File: config.mk
export PLATFORM = sky130hd
export DESIGN_NAME = traffic_timer
export DESIGN_NICKNAME = d
export VERILOG_FILES = /design/src/rtl/traffic_pkg.sv /design/src/rtl/tick_gen.sv /design/src/rtl/traffic_timer.sv
export SDC_FILE = /design/constraint.sdc
export NUM_CORES = 1
export LEC_CHECK = 0
export CORE_AREA = 10 10 71 73
export DETAILED_ROUTE_END_ITERATION = 12
export DIE_AREA = 0 0 81 83
export DONT_BUFFER_PORTS = 1
export HOLD_SLACK_MARGIN = 0.06
export PLACE_DENSITY = 0.54
export SYNTH_ARGS = -nofsm -noshare
export SYNTH_HDL_FRONTEND = slang
export SYNTH_SLANG_ARGS = --single-unit
File: constraint.sdc
create_clock -name clk -period 2.7 [get_ports clk]
set_clock_uncertainty 0.15 [all_clocks]
set_input_delay 0.54 -clock clk [delete_from_list [all_inputs] [get_ports clk]]
set_output_delay 0.54 -clock clk [all_outputs]
set_load 0.1 [all_outputs]
File: src/rtl/traffic_pkg.sv
`default_nettype none
// ============================================================================
//  Module      : traffic_pkg (package)
//  Description : Shared types and default constants for the traffic-light
//                interval timer. Holds the timer state encoding and the
//                default counter width / timeout / prescale values.
//  Revision    : 1.0 - initial release
// ============================================================================
package traffic_pkg;

  // Interval timer states
  typedef enum logic [1:0] {
    IDLE = 2'd0,
    RUN  = 2'd1,
    SAT  = 2'd2
  } timer_state_t;

  // Default parameter values
  localparam int C_N       = 11;
  localparam int C_T_SHORT = 5;
  localparam int C_T_LONG  = 25;
  localparam int C_DIV     = 10;

endpackage : traffic_pkg
`default_nettype wire

File: src/rtl/tick_gen.sv
`default_nettype none
// ============================================================================
//  Module      : tick_gen
//  Description : Modulo-DIV prescaler. Produces a one-clock tick enable every
//                DIV clocks. clr (and reset) return the count to 0, so the
//                first tick after a clear lands DIV clocks later.
//  Ports       : clk   - rising-edge clock
//                reset - synchronous, active-low reset
//                clr   - synchronous clear of the prescale count
//                tick  - tick enable, high for one clock every DIV clocks
//  Revision    : 1.0 - initial release
// ============================================================================
module tick_gen
  import traffic_pkg::*;
#(
  parameter int DIV = C_DIV
) (
  input  logic clk,
  input  logic reset,
  input  logic clr,
  output logic tick
);

  localparam int              C_W    = (DIV > 1) ? $clog2(DIV) : 1;
  localparam logic [C_W-1:0]  C_LAST = C_W'(DIV - 1);

  logic [C_W-1:0] r_cnt;

  always_ff @(posedge clk) begin
    if (!reset || clr) begin
      r_cnt <= '0;
    end else if (r_cnt == C_LAST) begin
      r_cnt <= '0;
    end else begin
      r_cnt <= r_cnt + 1'b1;
    end
  end

  // Decoded from the count flop; the tick is an internal enable only.
  assign tick = (r_cnt == C_LAST);

endmodule : tick_gen
`default_nettype wire

File: src/rtl/traffic_timer.sv
`default_nettype none
// ============================================================================
//  Module      : traffic_timer
//  Description : Interval timer for the traffic-light controller. ST restarts
//                the interval; TS / TL flag the short and long timeouts, and
//                the count saturates at 2^N-1 raising timeoff.
//                Optional macro TRAFFIC_TIMER_PRESCALE_EN: when defined, one
//                tick is DIV clocks (tick_gen prescaler); otherwise every clock
//                is a tick and DIV is ignored.
//  Ports       : clk     - rising-edge clock
//                reset   - synchronous, active-low reset
//                ST      - start/restart request
//                Timing  - current tick count (N bits)
//                TS      - short timeout reached (Timing >= T_SHORT)
//                TL      - long timeout reached  (Timing >= T_LONG)
//                timeoff - counter saturated at 2^N-1
//  Revision    : 1.0 - initial release
// ============================================================================
module traffic_timer
  import traffic_pkg::*;
#(
  parameter int N       = C_N,
  parameter int T_SHORT = C_T_SHORT,
  parameter int T_LONG  = C_T_LONG,
  parameter int DIV     = C_DIV
) (
  input  logic         clk,
  input  logic         reset,
  input  logic         ST,
  output logic [N-1:0] Timing,
  output logic         TS,
  output logic         TL,
  output logic         timeoff
);

  // --------------------------------------------------------------------------
  // Parameter legality
  // --------------------------------------------------------------------------
  if (N < 2 || N > 30) begin : g_bad_n
    $error("traffic_timer: N must be in 2..30");
  end
  if (T_SHORT < 1 || T_SHORT >= T_LONG) begin : g_bad_short
    $error("traffic_timer: need 1 <= T_SHORT < T_LONG");
  end
  if (T_LONG > (2**N) - 1) begin : g_bad_long
    $error("traffic_timer: need T_LONG <= 2^N-1");
  end
  if (DIV < 1) begin : g_bad_div
    $error("traffic_timer: DIV must be >= 1");
  end

  localparam logic [N-1:0] C_MAX   = {N{1'b1}};
  localparam logic [N-1:0] C_SHORT = N'(T_SHORT);
  localparam logic [N-1:0] C_LONG  = N'(T_LONG);

  // --------------------------------------------------------------------------
  // Tick enable
  // --------------------------------------------------------------------------
  logic w_tick;

`ifdef TRAFFIC_TIMER_PRESCALE_EN
  tick_gen #(
    .DIV (DIV)
  ) u_tick_gen (
    .clk   (clk),
    .reset (reset),
    .clr   (ST),
    .tick  (w_tick)
  );
`else
  assign w_tick = 1'b1;
`endif

  // --------------------------------------------------------------------------
  // State and datapath registers
  // --------------------------------------------------------------------------
  timer_state_t r_state,  w_state_nxt;
  logic [N-1:0] r_timing, w_timing_nxt;
  logic         r_ts,     w_ts_nxt;
  logic         r_tl,     w_tl_nxt;
  logic         r_toff,   w_toff_nxt;
  logic [N-1:0] w_inc;

  always_ff @(posedge clk) begin
    if (!reset) begin
      r_state  <= IDLE;
      r_timing <= '0;
      r_ts     <= 1'b0;
      r_tl     <= 1'b0;
      r_toff   <= 1'b0;
    end else begin
      r_state  <= w_state_nxt;
      r_timing <= w_timing_nxt;
      r_ts     <= w_ts_nxt;
      r_tl     <= w_tl_nxt;
      r_toff   <= w_toff_nxt;
    end
  end

  // --------------------------------------------------------------------------
  // Next-state / next-output logic
  // The flags are computed from the value being loaded into Timing so they
  // change on the same edge as the count.
  // --------------------------------------------------------------------------
  always_comb begin
    w_state_nxt  = r_state;
    w_timing_nxt = r_timing;
    w_ts_nxt     = r_ts;
    w_tl_nxt     = r_tl;
    w_toff_nxt   = r_toff;
    w_inc        = r_timing + 1'b1;

    case (r_state)
      IDLE: begin
        w_timing_nxt = '0;
        w_ts_nxt     = 1'b0;
        w_tl_nxt     = 1'b0;
        w_toff_nxt   = 1'b0;
        if (ST) begin
          w_state_nxt = RUN;
        end
      end

      RUN: begin
        if (ST) begin
          w_timing_nxt = '0;
          w_ts_nxt     = 1'b0;
          w_tl_nxt     = 1'b0;
          w_toff_nxt   = 1'b0;
        end else if (w_tick) begin
          w_timing_nxt = w_inc;
          w_ts_nxt     = (w_inc >= C_SHORT);
          w_tl_nxt     = (w_inc >= C_LONG);
          if (w_inc == C_MAX) begin
            w_state_nxt = SAT;
            w_toff_nxt  = 1'b1;
          end
        end
      end

      SAT: begin
        if (ST) begin
          w_state_nxt  = RUN;
          w_timing_nxt = '0;
          w_ts_nxt     = 1'b0;
          w_tl_nxt     = 1'b0;
          w_toff_nxt   = 1'b0;
        end else begin
          w_timing_nxt = C_MAX;
          w_toff_nxt   = 1'b1;
        end
      end

      default: begin
        w_state_nxt  = IDLE;
        w_timing_nxt = '0;
        w_ts_nxt     = 1'b0;
        w_tl_nxt     = 1'b0;
        w_toff_nxt   = 1'b0;
      end
    endcase
  end

  assign Timing  = r_timing;
  assign TS      = r_ts;
  assign TL      = r_tl;
  assign timeoff = r_toff;

endmodule : traffic_timer
`default_nettype wire

==> results by group, run 1 <==
Detailed routing
  • DRT Wirelength: 3090 um
  • Antenna Nets Post-Route: 0
  • Initial DRT Pass Iterations: 4
  • DRC Markers: 0
  • Via count: 1131
  • Initial drt markers: 57
  • DR vias/cell: 5.36
  • Routed WL per cell: 14.7 um

Synthesis
  • FFs w/ async S/R, synth: 0
  • Synth Net Count: 165
  • Post-synthesis sequential area ratio: 0.260
  • Cell area after synthesis: 1230 sq um
  • Seq cells post-synth: 16
  • Distinct cells, synth: 50
  • Post-Syn Instances: 155
  • Warnings from Yosys: 0
  • Average size of a mapped cell: 7.96 sq um
  • Share of the synthesized area in the top cell type: 0.260
  • Synth Flop Type: dfxtp_1
  • Synth area leader: dfxtp_1
  • Synth area leaders: dfxtp_1 (26%), ha_1 (7.1%), a21oi_1 (6.5%)
  • Post-synth EDFFs: 0

Setup path
  • FF-to-FF path depth: 6
  • WP data arrival: 2.39 ns
  • Worst Setup End Kind: register
  • Maximum fanout along the worst path: 11
  • Crit path max-delay family: compound AO/OA/AOI/OAI gates
  • R2R Setup Slk: 0.35 ns
  • Worst Path Buf+Inv: 0
  • Setup CP Type: reg2reg
  • Startpoint types: register
  • Critical Path RT: 2.74 ns
  • Reg2reg end: r_state[1]
  • Worst r2r src: Timing[1]
  • Cell depth of the worst setup path: 6
  • Slowest cell on crit path: or4_1
  • Max incr delay on CP: 0.51 ns
  • Worst-path cell chain: ha_1, xnor2_1, a211oi_1, o2bb2ai_1, or4_1, a21boi_1

Status
  • Run status: completed

Timing
  • Tmin final: 2.35 ns
  • Hold Vio Cnt, Final: 0
  • Worst rel slew slack: 0.661
  • Pin slew with the least headroom to its limit: 0.508 ns
  • Total negative slack: 0 ns
  • Peak Freq: 0.425 GHz
  • Final slew viol count: 0
  • RSZ-0062 raised after global routing: no
  • Final setup vio count: 0
  • Fin crit share: 0.871

Cells and area
  • Register area: 323 sq um
  • Diodes inserted: 0
  • Post-route insts no fill: 211
  • Share of cells above drive strength 1: 0.196
  • FILL cells: 403
  • Final instance area: 1390 sq um
  • Final core occ: 0.382
  • Area delta synth->final: 12.4%
  • Multi-input gate area: 813 sq um
  • Nets: 174

Min path
  • Worst Hold Class: in2reg
  • Hold Path Origin: ST
  • WHS Endpoint: timeoff
  • WHS Path Cells: 1

GRT
  • Aggregate global-route resource usage: 0.0911
  • GR Util met3: 0.0269
  • Largest net degree at the start of global routing: 15
  • First-pass GRT wire length: 5170 um
  • Gr busiest metal: met2
  • Met2 GRT Util: 0.150
  • Number of global-route vias before repair: 1090
  • Routing usage on met1: 0.111
  • Overflow after GRT: 0
  • Initial antenna violation count: 0

Placed design
  • Placed cell count: 207
  • HPWL after detailed placement: 2330 um
  • Port bufs: 0
  • Final RePlAce weighted congestion: 0.813
  • Area after DPL: 1330 sq um

Floorplanning
  • I/O Pins: 17
  • Die H: 83 um
  • Die ar.: 6720 sq um
  • Die W: 81 um
  • Core area: 3630 sq um
  • Starting Density: 0.340
  • Row count: 22

CTS
  • CTS Buf Count: 3
  • CTS clk-pin slew, worst paths: 0.07 ns
  • CTS tree: done
  • CTS sink count: 16
  • Cts hold-fix bufs: 0
  • Clock Latency Late Sink: 0.25 ns
  • Post-CTS sizing: 0
  • Root Driver: clkbuf_8
  • H-tree depth: 1
  • Clk buf depth: 2
  • Setup Buffers After CTS: 0

Power and ir drop
  • Peak VDD IR: 0.219 mV
  • PwrDens: 360 nW/um^2
  • Cell leakage power: 0.494 nW

Job
  • MaxCap Viol Count: 0
## worst reg2reg max path, delay by kind of cell, from the launching register on
kind,cells,cell delay (ns)
DFF,1,0.43
and+or+nand+nor,1,0.51
adders and majority gates,1,0.39
xor gates and xnor gates,1,0.22
AOI/OAI and AO/OA,3,0.59
## sequential cells by signal (all words and copies together), names as in the netlist
signal,count
TS,1
TL,1
Timing,11
timeoff,1
r_state,2
## Yosys cell counts (all sizes together) (4+ instances only)
master	number
a21oi	16
inv	4
nand3	8
a31oi	5
nor2	16
dfxtp	16
clkbuf	7
nand2	11
xnor2	7
nand2b	6
ha	7
buf	5
## placed cells by master, fill, tap and decap left out, drive strengths merged, types with 2 or more instances in the layout
cell type	netlist	layout
nor2	16	16
a21oi	16	16
buf	5	16
dfxtp	16	16
nand2	11	11
nand3	8	8
xnor2	7	7
ha	7	7
nand2b	6	6
a31oi	5	5
inv	4	4
clkbuf	7	4
xor2	3	3
nand3b	3	3
nor3	3	3
a21boi	3	3
o21ai	2	2
and3	2	2
o22ai	2	2
or4	2	2
nand4	2	2
and2b	2	2
and2	2	2
nor4	2	2
a211o	2	2
## through the flow
step / hold slack [ns] / power, mW / worst slack, ns
final: 0.244 / 0.500 / 0.349
after detailed placement: 0.334 / 0.287 / 0.384
after global routing: 0.247 / 0.520 / 0.178
after CTS: 0.242 / 0.503 / 0.345
after floorplan: 0.331 / 0.277 / 0.124
after global placement: 0.331 / 0.285 / 0.495
## final cells by class
cell class,count,share of cell area
flip-flops and latches,16,0.233
inverters,4,0.0108
clock buffers,4,0.0397
repair buffers,16,0.0866
multi-input cells,123,0.587
well taps,48,0.0433
## worst max path at each step
stage          slack [ns]       from         end
3_5_place_dp         0.38  Timing[1]  r_state[1]
5_1_grt              0.18  Timing[1]  r_state[1]
3_3_place_gp         0.49  Timing[1]  r_state[1]
4_1_cts              0.34  Timing[1]  r_state[1]
2_1_floorplan        0.12  Timing[2]  r_state[1]
6_report             0.35  Timing[1]  r_state[1]
## logic make-up (layout without fill, tap and decap cells)
group / after synthesis / in the layout / share of synthesized area
xor+xnor: 10 / 10 / 0.0710
compound gates: 42 / 42 / 0.226
flops: 16 / 16 / 0.260
buf+inv: 16 / 24 / 0.0811
simple gates: 64 / 64 / 0.291
fa+ha+maj: 7 / 7 / 0.0710
## power breakdown
part           internal [mW]  switching, mW  total, mW  leakage, nW
registers              0.239        0.00288      0.241        0.130
logic                 0.0135         0.0264     0.0399        0.335
clock network          0.129         0.0888      0.218       0.0288
## per-layer routing
metal  wire, um  part of all wire
met3        177             0.057
met4         38             0.012
met5          0                 0
met2       1490              0.48
met1       1390              0.45
Note: power is estimated with default switching activity, not from simulation.
==> run 2: changes to the inputs <==
- CTS_CLUSTER_DIAMETER: not set -> 200
==> results of run 2 <==
The final DEF is identical to that of run 1; final timing and power are the same.
